File: src/rtl/writeback_regfile.sv
// Y86-64 write-back stage: 15-entry architectural register file with two
// asynchronous read ports, E/M write ports, sticky status/halt latch and counters.
module writeback_regfile #(
    parameter int unsigned CNT_W     = 32,
    parameter logic [63:0] RSP_RESET = 64'h0
) (
    input  logic             clk_i,
    input  logic             rst_n_i,
    input  logic [2:0]       W_stat_i,
    input  logic [3:0]       W_icode_i,
    input  logic [63:0]      W_pc_i,
    input  logic [63:0]      W_valE_i,
    input  logic [63:0]      W_valM_i,
    input  logic [3:0]       W_dstE_i,
    input  logic [3:0]       W_dstM_i,
    input  logic [3:0]       d_srcA_i,
    input  logic [3:0]       d_srcB_i,
    output logic [63:0]      d_rvalA_o,
    output logic [63:0]      d_rvalB_o,
    input  logic [3:0]       dbg_addr_i,
    output logic [63:0]      dbg_data_o,
    output logic [2:0]       stat_o,
    output logic             halted_o,
    output logic [63:0]      fault_pc_o,
    output logic [CNT_W-1:0] retired_o,
    output logic [CNT_W-1:0] cycles_o
);

    localparam logic [2:0] STAT_AOK  = 3'd1;
    localparam logic [2:0] STAT_HLT  = 3'd2;
    localparam logic [2:0] STAT_INS  = 3'd4;
    localparam logic [3:0] REG_NONE  = 4'hF;
    localparam logic [3:0] ICODE_NOP = 4'h1;
    localparam logic [CNT_W-1:0] CNT_MAX = {CNT_W{1'b1}};
    localparam logic [CNT_W-1:0] CNT_ONE = {{(CNT_W-1){1'b0}}, 1'b1};

    typedef enum logic {
        RUN  = 1'b0,
        STOP = 1'b1
    } state_e;

    state_e            state_q, state_d;
    logic [2:0]        stat_q, stat_d;
    logic [63:0]       fault_pc_q, fault_pc_d;
    logic [CNT_W-1:0]  retired_q, retired_d;
    logic [CNT_W-1:0]  cycles_q, cycles_d;
    logic [63:0]       regs_q [15];
    logic [63:0]       regs_d [15];
    logic              wr_ok_s;
    logic              fault_s;
    logic              retire_s;

    // Status/halt FSM and saturating counters; STOP freezes everything until reset.
    always_comb begin
        state_d    = state_q;
        stat_d     = stat_q;
        fault_pc_d = fault_pc_q;
        retired_d  = retired_q;
        cycles_d   = cycles_q;
        wr_ok_s    = 1'b0;
        fault_s    = 1'b0;
        retire_s   = 1'b0;
        case (state_q)
            RUN: begin
                wr_ok_s  = (W_stat_i == STAT_AOK);
                fault_s  = (W_stat_i >= STAT_HLT);
                retire_s = (wr_ok_s && (W_icode_i != ICODE_NOP)) || (W_stat_i == STAT_HLT);
                if (cycles_q != CNT_MAX) begin
                    cycles_d = cycles_q + CNT_ONE;
                end else begin
                    cycles_d = cycles_q;
                end
                if (retire_s && (retired_q != CNT_MAX)) begin
                    retired_d = retired_q + CNT_ONE;
                end else begin
                    retired_d = retired_q;
                end
                if (fault_s) begin
                    state_d    = STOP;
                    stat_d     = (W_stat_i > STAT_INS) ? STAT_INS : W_stat_i;
                    fault_pc_d = W_pc_i;
                end else begin
                    state_d    = RUN;
                    stat_d     = STAT_AOK;
                end
            end
            STOP: begin
                state_d = STOP;
            end
            default: begin
                state_d = STOP;
            end
        endcase
    end

    // Register-file next state; the M port takes priority when both target one entry.
    always_comb begin
        for (int i = 0; i < 15; i++) begin
            if (wr_ok_s && (W_dstM_i == 4'(i))) begin
                regs_d[i] = W_valM_i;
            end else if (wr_ok_s && (W_dstE_i == 4'(i))) begin
                regs_d[i] = W_valE_i;
            end else begin
                regs_d[i] = regs_q[i];
            end
        end
    end

    // Control state registers.
    always_ff @(posedge clk_i or negedge rst_n_i) begin
        if (!rst_n_i) begin
            state_q    <= RUN;
            stat_q     <= STAT_AOK;
            fault_pc_q <= 64'h0;
            retired_q  <= {CNT_W{1'b0}};
            cycles_q   <= {CNT_W{1'b0}};
        end else begin
            state_q    <= state_d;
            stat_q     <= stat_d;
            fault_pc_q <= fault_pc_d;
            retired_q  <= retired_d;
            cycles_q   <= cycles_d;
        end
    end

    // Architectural register storage.
    always_ff @(posedge clk_i or negedge rst_n_i) begin
        if (!rst_n_i) begin
            for (int i = 0; i < 15; i++) begin
                regs_q[i] <= (i == 4) ? RSP_RESET : 64'h0;
            end
        end else begin
            for (int i = 0; i < 15; i++) begin
                regs_q[i] <= regs_d[i];
            end
        end
    end

    // No write bypass: decode forwards from W on its own.
    assign d_rvalA_o  = (d_srcA_i   == REG_NONE) ? 64'h0 : regs_q[d_srcA_i];
    assign d_rvalB_o  = (d_srcB_i   == REG_NONE) ? 64'h0 : regs_q[d_srcB_i];
    assign dbg_data_o = (dbg_addr_i == REG_NONE) ? 64'h0 : regs_q[dbg_addr_i];

    assign stat_o     = stat_q;
    assign halted_o   = (state_q == STOP);
    assign fault_pc_o = fault_pc_q;
    assign retired_o  = retired_q;
    assign cycles_o   = cycles_q;

endmodule

File: config.mk
export PLATFORM = sky130hd
export DESIGN_NAME = writeback_regfile
export DESIGN_NICKNAME = d
export VERILOG_FILES = /design/src/rtl/writeback_regfile.sv
export SDC_FILE = /design/constraint.sdc
export NUM_CORES = 2
export LEC_CHECK = 0
export BUFFER_PORTS_ARGS = -buffer_cell sky130_fd_sc_hd__buf_2
export CAP_MARGIN = 20
export CORE_MARGIN = 4
export CORE_UTILIZATION = 62
export DETAILED_ROUTE_END_ITERATION = 6
export PLACE_DENSITY_LB_ADDON = 0.3
export REMOVE_ABC_BUFFERS = 1
export SLEW_MARGIN = 0
export SYNTH_ARGS = -nofsm -noshare
export SYNTH_HDL_FRONTEND = slang
export SYNTH_SLANG_ARGS = --single-unit
File: constraint.sdc
create_clock -name clk_i -period 3 [get_ports clk_i]
set_input_delay 0.45 -clock clk_i [delete_from_list [all_inputs] [get_ports clk_i]]
set_output_delay 0.45 -clock clk_i [all_outputs]
set_load 0.03 [all_outputs]
# --- Word-level counts from Yosys, hierarchy flattened ---
# Index checks and enable logic that the tools add are counted.
word_totals:
  register_bits: 1092
  in_bits: 221
  output_inout_bits: 324
  elab_cells: 167
op_classes:
  addsub: 2
  order_cmp: 5
  n_eq_ne: 36
  muxes: 47
  bitwise: 4
  n_reduce_logical: 53
op_table:
  columns: ["cell", "count"]
  rows:
  - ["2-to-1 mux 64 bit", 39]
  - ["binary-select mux 64 bit (select 4 bit)", 3]
  - ["== test 4 bit, second input constant", 17]
  - ["adder 32 x 1 -> 32 bit, second input constant", 2]
  - ["!= test 32 bit, second input constant", 2]
  - ["== test 4 x 3 -> 1 bit, second input constant", 8]
  - ["logical AND 1 bit", 32]
  - ["nonzero test 2 bit", 15]
  - ["== test 4 x 2 -> 1 bit, second input constant", 4]
  - ["greater-or-equal comparator 5 bit, second input constant", 3]
  - ["NOT 4 -> 5 bit", 3]
  - ["== test 4 x 1 -> 1 bit, second input constant", 2]
  - ["logical NOT 4 bit", 2]
  - ["2-to-1 mux 3 bit", 2]
  - ["AND reduction 2 bit", 3]
  - ["!= test 4 x 1 -> 1 bit, second input constant", 1]
  - ["== test 3 x 1 -> 1 bit, second input constant", 1]
  - ["== test 3 x 2 -> 1 bit, second input constant", 1]
  - ["greater-or-equal comparator 3 x 2 -> 1 bit, second input constant", 1]
  - ["> comparator 3 bit, second input constant", 1]
  - ["2-to-1 mux 1 bit", 2]
  - ["case mux 1 bit (2 select lines)", 1]
  - ["logical OR 1 bit", 1]
  - ["NOT 1 bit", 1]

# --- Longest topological paths before layout ---
logic_depth:
  ltp_word: 5
  depth_mapped: 9
  depth_no_buf: 6

# --- Least setup slack after synthesis ---
# OpenSTA, ideal clock, no wires.
synth_path:
  kind: "input to output"
  from: "in dbg_addr_i[0]"
  to: "out dbg_data_o[0]"
  t_arrival_ns: 2.538
  required_time_ns: 2.550
  path_slack_ns: 0.012
  stages: 5
  path_buffers: 3
  cell_sequence: "clkbuf_1 > clkbuf_1 > buf_1 > mux4_2 > mux4_2"
synth_between:
  elab_chain_len: 5
  word_cells_on_any_way: 6
  cone_classes: "eq/ne: 1; mux: 4; bitwise: 1"
synth_rtl:
  columns: ["element", "line", "source"]
  rows:
  - ["start, declared", "20", "input logic [3:0] dbg_addr_i,"]
  - ["NOT 4 -> 5 bit (implied by the code)", "142", "assign dbg_data_o = (dbg_addr_i == REG_NONE) ? 64'h0 : regs_q[dbg_addr_i];"]
  - ["binary-select mux 64 bit (select 4 bit)", "142", null]
  - ["2-to-1 mux 64 bit (implied by the code) (2 in a row)", "142", null]
  - ["2-to-1 mux 64 bit *", "142", null]
  - ["end, declared", "21", "output logic [63:0] dbg_data_o,"]
# Every way passes the cells marked *; elsewhere a longest branch is shown, timed or not. The select of a mux whose other input is x is not followed.

# --- Final worst setup path ---
layout_path:
  from: "in d_srcA_i[0]"
  to: "out d_rvalA_o[20]"
layout_between:
  elab_chain_len: 5
  word_cells_on_any_way: 6
  cone_classes: "eq/ne: 1; mux: 4; bitwise: 1"
layout_rtl:
  columns: ["element", "line", "source"]
  rows:
  - ["start, declared", "16", "input logic [3:0] d_srcA_i,"]
  - ["NOT 4 -> 5 bit (implied by the code)", "140", "assign d_rvalA_o = (d_srcA_i == REG_NONE) ? 64'h0 : regs_q[d_srcA_i];"]
  - ["binary-select mux 64 bit (select 4 bit)", "140", null]
  - ["2-to-1 mux 64 bit (implied by the code) (2 in a row)", "140", null]
  - ["2-to-1 mux 64 bit *", "140", null]
  - ["end, declared", "18", "output logic [63:0] d_rvalA_o,"]
# Marked as above.

==> impl_metrics.ini <==
[floorplan]
rows = 124
initial_core_util_pct = 62.5
coreArea_sq_um = 114000
ios = 545
dieHeight_um = 348
dieWidth_um = 348
die_area_sq_um = 121000

[grt]
grt_pass1_vias = 61600
antenna_found_initial = 38
grt_pass1_wl_um = 391000
gr-total-overflow = 0
grt_max_degree = 108
grt_use_total_pct = 42.8

[placement]
gp_congestion = 0.916
place_hpwl_um = 166000
portBuffers = 544
placed_area_sq_um = 78400

[worst_setup_path]
critPathLaunch = d_srcA_i[0]
critPathKind = in2out
required_ns = 2.55
crit_chain = buf_8, nor2b_4, buf_12, nand2_1, o21ai_0, mux4_2, buf_2
reg2reg_from = halted_o
reg2reg_to = regs_q[654]
crit_arrival_ns = 2.55
worst-path-buf-inv = 3
ff2ff_setup_slack_ns = 0.27
crit_fanout = 20
critPathCaptureType = output pin
rr_worst_depth = 8
cp_top_family = simple AND/OR/NAND/NOR gates
crit_slowest_cell = nor2b_4
endpoint = d_rvalA_o[20]
cp.depth = 7
slowest_delay_ns = 0.75
start_kind = input pin

[timing]
setup_viol = 0
rsz0062_at_grt = false
max_slew_margin_pct = 44.9
max_freq_ghz = 0.333
finalClockSkew_ns = 0.0181
fin_crit_ns = 3.00
min_period_over_period_pct = 100
hold_viol_final = 0
final_max_slew_viol_count = 0
worst_pin_slew_ns = 0.825

[hold_path]
hold_start = W_valM_i[61]
hold_class = in2reg

[power_and_ir_drop]
p_leak_nw = 38.8
irDropWorstVdd_v = 0.000486
powerDensity_nw_per_um2 = 422

[flow_run]
drv_cap = 0

[clock_tree]
numCtsBuffers = 121
clockRootBuffer = clkbuf_16
clk_path_buf_depth = 3
clock_sinks = 1092
cts_max_level = 3
cts_tree = yes
path_clk_slew_ns = 0.06
insertion_delay_ns = 0.77

[logic_synthesis]
ys_warn_count = 0
synth_edf_count = 0
syn_area_sq_um = 71500
yosysSeqAreaShare_pct = 38.2
synth_top_area_share_pct = 38.2
synth.area.top_cells = dfrtp_1 (38%), mux4_2 (24%), mux2i_1 (16%)
synth.distinct_cells = 47
yosys_register_bits = 1092
postSynthAreaPerCell_sq_um = 11.3
synth_area_leader_cell = dfrtp_1
syn-instance-count = 6343
synthFlopType = dfrtp_1
async_reset_ff_share_pct = 100

[layout]
final_area_sq_um = 83500
synthToLayoutAreaGrowth_pct = 16.9
utilization_pct = 73.1
drive_above_1_share_pct = 28.7
nNetsFinal = 6949

[drt]
ant_nets = 0
drt_first_pass_iters = 7
wl_per_cell_um = 31.1
drc = 5
routed_wl_um = 260000
viasPerCell = 7.25
drt_iter0_markers = 8540
vias = 60700

[run_status]
violations = DRC
status = finished, violations left
## how the worst min path moves through the flow
stage                          end  slack (ns)  cells past startpoint
floorplan              cycles_o[0]        0.15                      0
global placement       regs_q[320]        0.38                      1
detailed placement     regs_q[320]        0.38                      1
CTS                    regs_q[125]        0.03                      3
global route        fault_pc_o[58]        0.05                      2
finish                 regs_q[125]        0.07                      3
## what timing repair did
action                                  CTS  global route
hold buffers                             64             0
gates resized for setup                   0             3
setup buffers                             0             0
hold endpoints to repair                122             0
endpoints found under the setup margin    0             1
## Yosys cell counts (2+ instances only)
library cell	n
a21oi_1	257
a31oi_1	5
and2_1	5
and3_1	19
and4_1	8
buf_1	97
buf_2	80
buf_4	19
clkbuf_1	490
dfrtp_1	1091
ha_1	2
inv_1	4
mux2_2	68
mux2i_1	1152
mux4_2	768
nand2_1	930
nand2b_1	6
nand3_1	29
nand3b_1	2
nand4_1	23
nor2_1	284
nor2_2	2
nor2b_1	6
nor3_1	10
nor3b_1	2
nor4_1	4
nor4b_1	2
o21ai_0	836
o21ai_1	64
or2_2	2
or3_1	4
xnor2_1	38
xor2_1	20
## routing by layer
| layer | GRT usage [%] | share of wire (%) | wire length (um) | vias up |
|---|---|---|---|---|
| met5 | 0 | 0.033 | 87 | - |
| met4 | 28.7 | 7.9 | 20600 | 12 |
| met3 | 13.0 | 14 | 35300 | 1276 |
| met2 | 64.5 | 45 | 118000 | 5290 |
| met1 | 53.8 | 33 | 86800 | 29800 |
| li1 | - | - | - | 24300 |
## cell type report
cell class                      instances  area (sq um)
Clock inverter                         55           868
Inverter                                4          15.0
Multi-Input combinational cell       4561         41600
Timing Repair Buffer                  946          8240
Tap cell                             1512          1890
Antenna cell                           30          75.1
Fill cell                            7369         30800
Clock buffer                          168          3530
Sequential cell                      1092         27300
## stage by stage
stage	setup TNS (ns)	total power, mW	hold slack (ns)	worst slack [ns]	std cells
floorplan	-2898.52	16.4	0.154	-8.09	5657
global placement	0	18.7	0.381	0.0752	8051
detailed placement	0	18.7	0.381	0.0545	8051
CTS	0	35.2	0.0269	0.0352	8338
global route	0	36.1	0.0549	0.0101	8361
finish	0	35.2	0.0678	0.000788	8368
## cell usage in the layout (no fill, tap or decap), types with 5 or more instances in the layout
cell | synthesis | routed
clkbuf_1 | 490 | 16
diode_2 | 0 | 30
a21oi_1 | 257 | 257
bufinv_16 | 0 | 21
xor2_1 | 20 | 20
clkinv_2 | 0 | 19
a31oi_1 | 5 | 5
dfrtp_1 | 1091 | 1091
mux4_2 | 768 | 768
buf_2 | 80 | 530
and3_1 | 19 | 18
buf_8 | 0 | 7
o21ai_1 | 64 | 63
nand4_1 | 23 | 23
nand2_1 | 930 | 923
mux2i_1 | 1152 | 1152
clkbuf_8 | 0 | 30
xnor2_1 | 38 | 38
clkinvlp_4 | 0 | 6
nor2_1 | 284 | 275
nand2b_1 | 6 | 6
mux2_2 | 68 | 68
inv_6 | 0 | 6
nor2_4 | 0 | 11
and4_1 | 8 | 8
buf_4 | 19 | 162
dlygate4sd3_1 | 0 | 64
o21ai_0 | 836 | 836
nand3_1 | 29 | 29
nor3_1 | 10 | 7
clkbuf_16 | 0 | 122
buf_12 | 0 | 179
nand2_4 | 0 | 7
## state kept, by name, indices dropped and copies added (netlist names)
signal,cells
regs_q,960
fault_pc_o,64
cycles_o,32
retired_o,32
stat_o,3
halted_o,1
## cells by family after synthesis
group	synth area share, %
DFF	38.2
and+or+nand+nor	7.51
muxes	41.4
buffers and inverters	3.86
xor gates and xnor gates	0.711
adders and majority gates	0.0350
AOI/OAI and AO/OA	8.25
## worst min-delay path: stages
cell     delay, ns
buf_2         0.20
nand2_1       0.08
o21ai_1       0.06
## power breakdown
group          internal [mW]  switching (mW)  total, mW
Clock                   9.98            6.62       16.6
Sequential              14.9           0.183       15.1
Combinational           1.32            2.21       3.53
Total                   26.2            9.01       35.2
Power figures use the tool's default switching activity.
